[config.mk]
export PLATFORM = sky130hd
export DESIGN_NAME = abs_unit_flat
export DESIGN_NICKNAME = d
export VERILOG_FILES = /design/src/rtl/abs_pkg.sv /design/src/rtl/abs_unit_if.sv /design/src/rtl/abs_core.sv /design/src/rtl/abs_unit.sv /design/src/flat_wrapper.sv
export SDC_FILE = /design/constraint.sdc
export NUM_CORES = 1
export LEC_CHECK = 0
export ABC_AREA = 1
export CORE_AREA = 2 2 86 88
export DETAILED_ROUTE_END_ITERATION = 8
export DIE_AREA = 0 0 88 90
export GPL_TIMING_DRIVEN = 0
export PLACE_DENSITY_LB_ADDON = 0.25
export REMOVE_ABC_BUFFERS = 1
export SYNTH_ARGS = -nofsm -noshare
export SYNTH_HDL_FRONTEND = slang
export SYNTH_HIERARCHICAL = 1
export SYNTH_SLANG_ARGS = --single-unit
[constraint.sdc]
create_clock -name clk -period 2.3 [get_ports clk]
set_clock_uncertainty 0.05 [all_clocks]
set_input_delay 0.345 -clock clk [delete_from_list [all_inputs] [get_ports clk]]
set_output_delay 0.345 -clock clk [all_outputs]
set_load 0.1 [all_outputs]
[src/rtl/abs_pkg.sv]
// Shared constants and helpers for the absolute-value / accumulate unit.
// Latency: n/a (package only).
// Backpressure: n/a.
//
// Contents: default DATA_W/ACC_W and the positive saturation limit helper
// used when ABS_SAT_EN clips the most-negative input.
package abs_pkg;

  localparam int DATA_W_DEF = 8;
  localparam int ACC_W_DEF  = 16;

  // Largest positive two's-complement value representable in w bits.
  function automatic int sat_limit(input int w);
    return (1 << (w - 1)) - 1;
  endfunction

endpackage

[src/rtl/abs_unit_if.sv]
// Sample/result bundle between a producer and abs_unit.
// Latency: n/a (wiring only).
// Backpressure: none; a sample is taken on every in_valid cycle.
//
// Signals: in_valid, substract[DATA_W], acc_clr (master -> slave);
//          out_valid, abs[DATA_W], neg, sum[ACC_W], sat (slave -> master).
// sat exists only when the macro ABS_SAT_EN is defined.
interface abs_unit_if
  import abs_pkg::*;
#(
  parameter int DATA_W = DATA_W_DEF,
  parameter int ACC_W  = ACC_W_DEF
);

  logic              in_valid;
  logic [DATA_W-1:0] substract;
  logic              acc_clr;
  logic              out_valid;
  logic [DATA_W-1:0] abs;
  logic              neg;
  logic [ACC_W-1:0]  sum;
`ifdef ABS_SAT_EN
  logic              sat;
`endif

  modport master (
    output in_valid, substract, acc_clr,
`ifdef ABS_SAT_EN
    input  sat,
`endif
    input  out_valid, abs, neg, sum
  );

  modport slave (
    input  in_valid, substract, acc_clr,
`ifdef ABS_SAT_EN
    output sat,
`endif
    output out_valid, abs, neg, sum
  );

endinterface

[src/rtl/abs_core.sv]
// Combinational two's-complement magnitude of one sample.
// Latency: 0 cycles (pure combinational).
// Backpressure: none.
//
// Ports: substract_i[DATA_W] -> mag_o[DATA_W], neg_o, sat_o (ABS_SAT_EN only).
// Without ABS_SAT_EN the most-negative input maps onto itself, which read
// as unsigned is exactly its magnitude; with it, that input is clipped.
module abs_core
  import abs_pkg::*;
#(
  parameter int DATA_W = DATA_W_DEF
) (
  input  logic [DATA_W-1:0] substract_i,
  output logic [DATA_W-1:0] mag_o,
`ifdef ABS_SAT_EN
  output logic              sat_o,
`endif
  output logic              neg_o
);

  assign neg_o = substract_i[DATA_W-1];

`ifdef ABS_SAT_EN
  localparam logic [DATA_W-1:0] SatLim = DATA_W'(sat_limit(DATA_W));

  // Only the most-negative value has no positive counterpart.
  logic is_min;
  assign is_min = neg_o && (substract_i[DATA_W-2:0] == '0);
  assign sat_o  = is_min;
  assign mag_o  = is_min ? SatLim : (neg_o ? (~substract_i + 1'b1) : substract_i);
`else
  assign mag_o  = neg_o ? (~substract_i + 1'b1) : substract_i;
`endif

endmodule

[src/rtl/abs_unit.sv]
// Registered magnitude of each accepted sample plus a saturating running sum.
// Latency: 1 cycle from in_valid to out_valid/abs/neg/sum.
// Backpressure: none; one sample accepted every cycle, never stalls.
//
// Ports: clk, rst (sync, active-high), bus (abs_unit_if.slave).
// Optional macro ABS_SAT_EN: clip the most-negative input and drive bus.sat.
module abs_unit
  import abs_pkg::*;
#(
  parameter int DATA_W = DATA_W_DEF,
  parameter int ACC_W  = ACC_W_DEF
) (
  input logic       clk,
  input logic       rst,
  abs_unit_if.slave bus
);

  logic [DATA_W-1:0] mag;
  logic              mag_neg;
`ifdef ABS_SAT_EN
  logic              mag_sat;
  logic              sat_q, sat_d;
`endif

  abs_core #(
    .DATA_W(DATA_W)
  ) u_core (
    .substract_i(bus.substract),
    .mag_o      (mag),
`ifdef ABS_SAT_EN
    .sat_o      (mag_sat),
`endif
    .neg_o      (mag_neg)
  );

  logic              out_valid_q, out_valid_d;
  logic [DATA_W-1:0] abs_q, abs_d;
  logic              neg_q, neg_d;
  logic [ACC_W-1:0]  sum_q, sum_d;
  logic [ACC_W-1:0]  sum_base;
  logic [ACC_W:0]    sum_ext;

  always_comb begin
    out_valid_d = bus.in_valid;
    abs_d       = abs_q;
    neg_d       = neg_q;
`ifdef ABS_SAT_EN
    sat_d       = sat_q;
`endif
    // Clear happens before the add so a same-cycle sample starts a fresh sum.
    sum_base    = bus.acc_clr ? '0 : sum_q;
    sum_ext     = {1'b0, sum_base};
    sum_d       = sum_base;
    if (bus.in_valid) begin
      abs_d   = mag;
      neg_d   = mag_neg;
`ifdef ABS_SAT_EN
      sat_d   = mag_sat;
`endif
      // Extra top bit catches overflow; clamp to all-ones instead of wrapping.
      sum_ext = {1'b0, sum_base} + {1'b0, ACC_W'(mag)};
      sum_d   = sum_ext[ACC_W] ? '1 : sum_ext[ACC_W-1:0];
    end
  end

  always_ff @(posedge clk) begin
    if (rst) begin
      out_valid_q <= 1'b0;
      abs_q       <= '0;
      neg_q       <= 1'b0;
      sum_q       <= '0;
`ifdef ABS_SAT_EN
      sat_q       <= 1'b0;
`endif
    end else begin
      out_valid_q <= out_valid_d;
      abs_q       <= abs_d;
      neg_q       <= neg_d;
      sum_q       <= sum_d;
`ifdef ABS_SAT_EN
      sat_q       <= sat_d;
`endif
    end
  end

  assign bus.out_valid = out_valid_q;
  assign bus.abs       = abs_q;
  assign bus.neg       = neg_q;
  assign bus.sum       = sum_q;
`ifdef ABS_SAT_EN
  assign bus.sat       = sat_q;
`endif

endmodule

[src/flat_wrapper.sv]
// flat-port wrapper written by rule: the top's interface ports become plain ports
module abs_unit_flat import abs_pkg::*;
#(
  parameter int DATA_W = DATA_W_DEF,
  parameter int ACC_W  = ACC_W_DEF
)
  (clk, rst, bus_in_valid, bus_substract, bus_acc_clr, bus_out_valid, bus_abs, bus_neg, bus_sum);
  abs_unit_if #(.DATA_W(DATA_W), .ACC_W(ACC_W)) bus_i ();
  input logic clk;
  input logic rst;
  input wire logic [$bits(bus_i.in_valid)-1:0] bus_in_valid;
  input wire logic [$bits(bus_i.substract)-1:0] bus_substract;
  input wire logic [$bits(bus_i.acc_clr)-1:0] bus_acc_clr;
  output wire logic [$bits(bus_i.out_valid)-1:0] bus_out_valid;
  output wire logic [$bits(bus_i.abs)-1:0] bus_abs;
  output wire logic [$bits(bus_i.neg)-1:0] bus_neg;
  output wire logic [$bits(bus_i.sum)-1:0] bus_sum;
  assign bus_i.in_valid = bus_in_valid;
  assign bus_i.substract = bus_substract;
  assign bus_i.acc_clr = bus_acc_clr;
  assign bus_out_valid = bus_i.out_valid;
  assign bus_abs = bus_i.abs;
  assign bus_neg = bus_i.neg;
  assign bus_sum = bus_i.sum;
  abs_unit #(.DATA_W(DATA_W), .ACC_W(ACC_W)) u_core (.clk(clk), .rst(rst), .bus(bus_i));
endmodule
======== Word-level counts from Yosys, hierarchy flattened ========
Cells that the tools add are included.
operators by class
  add/sub/neg operators ................... 2
  mux-type cells .......................... 4
  bitwise logic cells ..................... 1
operators by type and width
  operator             number
  $mux 16              3
  $add 16x8->17        1
  $add 8x1->8 const B  1
  $mux 8               1
  $not 8->8            1
storage, ports and cells
  flip-flop bits (word level) ............. 26
  output and inout port bits .............. 26
  logic and storage cells ................. 11

======== Depth between registers and ports, before layout ========
  word-level depth ........................ 6
  mapped depth ............................ 18
  gate-level depth less buffers ........... 18

======== Hierarchy ========
Netlist, hierarchy kept.
by module, submodules not included
  module    times used  cells an instance  area an instance (um^2)
  abs_unit  1           251                1679.1
  abs_core  1           40                 203.9

======== Worst setup path after synthesis ========
No wires, ideal clock.
  path type ............................... register to register
  start ................................... register u_core.sum_q[0] (netlist: u_core/bus.sum[0])
  end ..................................... register u_core.sum_q[7] (netlist: u_core/bus.sum[7])
  library setup time ...................... 64 ps
  data arrival time ....................... 2342 ps
  setup slack ............................. -156 ps
  stages on the path, launching flop included .. 13
  period minus slack after synthesis ...... 2456 ps
  cell sequence ........................... dfxtp_1 -> nand2_1 -> inv_1 -> ha_1 -> fa_1 -> nand2_1 -> nand3_1 -> nand2_2 -> o21ai_2 -> nand3_2 -> nand2_2 -> nor2_1 -> nor2_1
on the way
  word-level cells in the longest chain between the ends .. 4
RTL lines
  element                 RTL line        text
  start, declared         abs_unit.sv:39  logic [ACC_W-1:0] sum_q, sum_d;
  start signal, assigned  abs_unit.sv:79  sum_q <= sum_d;
  $mux 16                 abs_unit.sv:51  sum_base = bus.acc_clr ? '0 : sum_q;
  $add 16x8->17           abs_unit.sv:61  sum_ext = {1'b0, sum_base} + {1'b0, ACC_W'(mag)};
  $mux 16                 abs_unit.sv:62  sum_d = sum_ext[ACC_W] ? '1 : sum_ext[ACC_W-1:0];
  $mux 16                 abs_unit.sv:54  if (bus.in_valid) begin
Every way passes these cells.
A chain may end at the register's enable or synchronous reset.

======== Worst setup path after layout ========
  start ................................... register u_core.sum_q[13] (netlist: u_core/bus.sum[13])
  end ..................................... output port bus_sum[13]
RTL lines
  element        RTL line            text
  end, declared  flat_wrapper.sv:17  output wire logic [$bits(bus_i.sum)-1:0] bus_sum;
No word-level cell between the ends.

==> metrics.txt <==
# TYPE chip_impl_metric gauge
chip_impl_metric{name="crit_fanout",unit=""} 4
chip_impl_metric{name="via_count",unit=""} 1856
chip_impl_metric{name="syn_avg_cell_area",unit="um2"} 6.47
chip_impl_metric{name="detailroute.wirelength.met2",unit="mm"} 2.30
chip_impl_info{name="synth_area_leader_cell",value="sky130_fd_sc_hd__dfxtp_1"} 1
chip_impl_metric{name="cts_made_buffers",unit=""} 3
chip_impl_metric{name="gp_congestion",unit=""} 0.830
chip_impl_metric{name="max-cap-violations",unit=""} 0
chip_impl_metric{name="dr.pass1.iters",unit=""} 4
chip_impl_metric{name="floorplan.die.height",unit="um"} 90
chip_impl_metric{name="path_clk_slew",unit="ns"} 0.10
chip_impl_metric{name="antenna-diode-count",unit=""} 0
chip_impl_info{name="most_common_cell_in_the_synthesized_netlist",value="sky130_fd_sc_hd__nand2_1"} 1
chip_impl_metric{name="post-route-period-util",unit=""} 0.971
chip_impl_metric{name="vias_per_cell",unit=""} 4.38
chip_impl_info{name="hold_path.class",value="in -> reg"} 1
chip_impl_metric{name="maximum_achievable_frequency",unit="GHz"} 0.448
chip_impl_metric{name="ir_worst_vdd",unit="mV"} 0.323
chip_impl_metric{name="ioPinCount",unit=""} 38
chip_impl_metric{name="holdBufCountCts",unit=""} 0
chip_impl_metric{name="postSynthCellCount",unit=""} 291
chip_impl_metric{name="p_leak",unit="nW"} 1.16
chip_impl_metric{name="place.port_buffers",unit=""} 37
chip_impl_metric{name="area_growth",unit="%"} 33.1
chip_impl_info{name="highest-signal-layer",value="met4"} 1
chip_impl_metric{name="route.antenna.remaining_nets",unit=""} 0
chip_impl_info{name="timing.critical_path.cells",value="clkdlybuf4s50_1"} 1
chip_impl_metric{name="layout.area.seq",unit="um2"} 520
chip_impl_metric{name="worst_skew_pair.late_latency",unit="ns"} 0.28
chip_impl_info{name="outcome",value="completed"} 1
chip_impl_metric{name="yosysWarnings",unit=""} 6
chip_impl_metric{name="cpPeakStageDelay",unit="ns"} 1.16
chip_impl_metric{name="critical_path_arrival",unit="ns"} 1.84
chip_impl_metric{name="post_synth_instance_area",unit="um2"} 1880
chip_impl_metric{name="final.hold.worst_slack",unit="ns"} 0.316
chip_impl_metric{name="grt_start_max_net_pins",unit=""} 36
chip_impl_metric{name="rows",unit=""} 31
chip_impl_metric{name="met1_length",unit="mm"} 2.30
chip_impl_metric{name="grt-ovfl-total",unit=""} 0
chip_impl_metric{name="antenna_violations_before_repair",unit=""} 0
chip_impl_info{name="timing.critical_path.from_type",value="register"} 1
chip_impl_metric{name="multi_input_comb_area",unit="um2"} 1270
chip_impl_metric{name="post_route_cells_drive_above_1_share",unit=""} 0.154
chip_impl_metric{name="total_power",unit="mW"} 1.26
chip_impl_metric{name="slew_viol_final",unit=""} 0
chip_impl_info{name="post_synth_main_area_contributors",value="sky130_fd_sc_hd__dfxtp_1 28%, sky130_fd_sc_hd__nand2_1 13%, sky130_fd_sc_hd__nor2_1 9.6%"} 1
chip_impl_metric{name="ys_seq_elements",unit=""} 26
chip_impl_metric{name="area_fraction_of_the_dominant_cell_type_after_synthesis",unit=""} 0.276
chip_impl_metric{name="asr_flop_ratio_synth",unit=""} 0
chip_impl_metric{name="setup-tns-final",unit="ns"} 0
chip_impl_info{name="synth_top_flop_cell",value="sky130_fd_sc_hd__dfxtp_1"} 1
chip_impl_metric{name="cts_h_tree_depth",unit=""} 1
chip_impl_metric{name="first_global_vias",unit=""} 1781
chip_impl_metric{name="timing.critical_path.required",unit="ns"} 1.90
chip_impl_info{name="worst-setup-path-type",value="reg -> out"} 1
chip_impl_metric{name="design.die.area",unit="um2"} 7920
chip_impl_metric{name="half_perimeter_wire_length_after_placement",unit="mm"} 3.55
chip_impl_info{name="tritoncts",value="built"} 1
chip_impl_metric{name="timing.final.ws_setup",unit="ns"} 0.0669
chip_impl_metric{name="drc",unit=""} 0
chip_impl_metric{name="cts_num_sinks",unit=""} 26
chip_impl_info{name="rsz0062_at_grt",value="yes"} 1
chip_impl_metric{name="finalHoldViolCount",unit=""} 0
chip_impl_metric{name="drt_wl_total",unit="mm"} 4.78
chip_impl_metric{name="core_area",unit="um2"} 7020
chip_impl_metric{name="ys_seq_area_frac",unit=""} 0.276
chip_impl_metric{name="max_slew_margin",unit=""} 0.344
chip_impl_info{name="worst_setup_path_end_kind",value="output pin"} 1
chip_impl_metric{name="grt_pass1_wl",unit="mm"} 8.25
chip_impl_metric{name="num-fill-cells",unit=""} 781
chip_impl_metric{name="post_drt_wl_per_cell",unit="um"} 11.3
chip_impl_metric{name="clk_path_buf_depth",unit=""} 2
chip_impl_metric{name="initial_core_util",unit=""} 0.268
chip_impl_metric{name="power_per_cell_area",unit="nW/um2"} 501
chip_impl_metric{name="die_width",unit="um"} 88
chip_impl_info{name="cts-root-buf",value="sky130_fd_sc_hd__clkbuf_8"} 1
chip_impl_metric{name="drt_iter0_drc",unit=""} 53
chip_impl_metric{name="global_route.usage.total",unit=""} 0.129
chip_impl_info{name="synth.cells.most_frequent",value="63 x sky130_fd_sc_hd__nand2_1, 48 x sky130_fd_sc_hd__nor2_1, 36 x sky130_fd_sc_hd__inv_1"} 1
chip_impl_metric{name="synth_enable_flop_cells",unit=""} 0
chip_impl_metric{name="dp_worst_setup_slack",unit="ns"} -0.826
chip_impl_metric{name="finalSetupViolCount",unit=""} 0
chip_impl_metric{name="worst-path-buf-inv",unit=""} 1
chip_impl_metric{name="wl_met3",unit="um"} 115
chip_impl_metric{name="period_minus_slack",unit="ns"} 2.23
chip_impl_metric{name="final_core_utilization",unit=""} 0.357
chip_impl_metric{name="synth.lib_cells_used.distinct",unit=""} 31
chip_impl_info{name="worst_path_dominant_cell_family",value="buffers and inverters"} 1
chip_impl_metric{name="finalNetCount",unit=""} 348
chip_impl_metric{name="max_slew.worst_pin.slew",unit="ns"} 0.981
chip_impl_info{name="slowest_cp_cell",value="sky130_fd_sc_hd__clkdlybuf4s50_1"} 1
-- flip-flops by register name (all words and copies together), names as in the netlist --
name	count
u_core/bus.out_valid	1
u_core/bus.neg	1
u_core/bus.sum	16
u_core/bus.abs	8
-- cells by family after synthesis --
kind of cell / share of synthesized area
fa+ha+maj: 0.0704
flops: 0.276
xor+xnor: 0.0326
compound gates: 0.0983
simple gates: 0.398
buf+inv: 0.124
-- path summary, 6_finish.rpt --
path | cells after the start | slack, ns | start | endpoint
hold reg to reg | 2 | 0.47 | u_core/bus.abs[5]$_SDFFE_PP0P_ | u_core/bus.abs[5]$_SDFFE_PP0P_
setup / recovery | 1 | 0.07 | u_core/bus.sum[13]$_SDFF_PP0_ | bus_sum[13]
hold / removal | 3 | 0.32 | bus_substract[0] | u_core/bus.abs[0]$_SDFFE_PP0P_
setup reg to reg | 12 | 0.32 | u_core/bus.sum[0]$_SDFF_PP0_ | u_core/bus.sum[1]$_SDFF_PP0_
-- routing by layer --
metal | global-route usage | vias up
met1 | 0.172 | 828
met5 | 0 | -
met4 | 0.0385 | 0
met2 | 0.213 | 25
li1 | - | 999
met3 | 0.0165 | 4
-- cell usage in the layout, fill, tap and decap left out, types with 2 or more instances in the layout --
cell	synthesis	routed
sky130_fd_sc_hd__nor3_4	2	2
sky130_fd_sc_hd__nand3_2	3	3
sky130_fd_sc_hd__buf_4	2	4
sky130_fd_sc_hd__dlymetal6s2s_1	0	3
sky130_fd_sc_hd__xor2_1	2	2
sky130_fd_sc_hd__nor2_2	4	4
sky130_fd_sc_hd__dfxtp_1	26	26
sky130_fd_sc_hd__o21ai_0	16	15
sky130_fd_sc_hd__a31oi_1	5	5
sky130_fd_sc_hd__nand3b_1	3	3
sky130_fd_sc_hd__nand2_2	5	9
sky130_fd_sc_hd__nand3_1	28	27
sky130_fd_sc_hd__clkdlybuf4s50_1	0	26
sky130_fd_sc_hd__nor2_1	48	47
sky130_fd_sc_hd__clkinv_1	2	2
sky130_fd_sc_hd__xnor2_1	5	5
sky130_fd_sc_hd__nor3_1	3	3
sky130_fd_sc_hd__inv_2	0	2
sky130_fd_sc_hd__dlygate4sd2_1	0	3
sky130_fd_sc_hd__clkbuf_8	2	4
sky130_fd_sc_hd__a21oi_1	11	10
sky130_fd_sc_hd__o21ai_1	2	2
sky130_fd_sc_hd__nand2_1	63	59
sky130_fd_sc_hd__inv_1	36	34
sky130_fd_sc_hd__clkbuf_2	1	4
sky130_fd_sc_hd__ha_1	9	2
sky130_fd_sc_hd__ha_4	0	7
-- what timing repair did --
item | 4_1_cts | 5_1_grt
hold endpoints to repair | 0 | 0
resized for setup | 30 | 16
setup endpoints to repair | 17 | 17
buffers inserted | 4 | 0
pin swaps | 9 | 6
-- power by group --
group | switching, mW | internal (mW)
sequential | 0.0113 | 0.474
clock | 0.158 | 0.153
combinational | 0.320 | 0.138
total | 0.490 | 0.765
-- per-stage QoR --
step | instance area [um2] | cells
after floorplan | 1800 | 280
after detailed placement | 2290 | 416
after global routing | 2510 | 424
final | 2510 | 424
after global placement | 2290 | 416
after CTS | 2470 | 424
-- layout make-up --
| type | instances | area share |
|---|---|---|
| tap | 99 | 0.0494 |
| timing repair buffer | 41 | 0.154 |
| clock buffer | 4 | 0.0220 |
| sequential | 26 | 0.208 |
| inverter | 39 | 0.0594 |
| multi-input combinational | 215 | 0.508 |
Power figures use the tool's default switching activity.
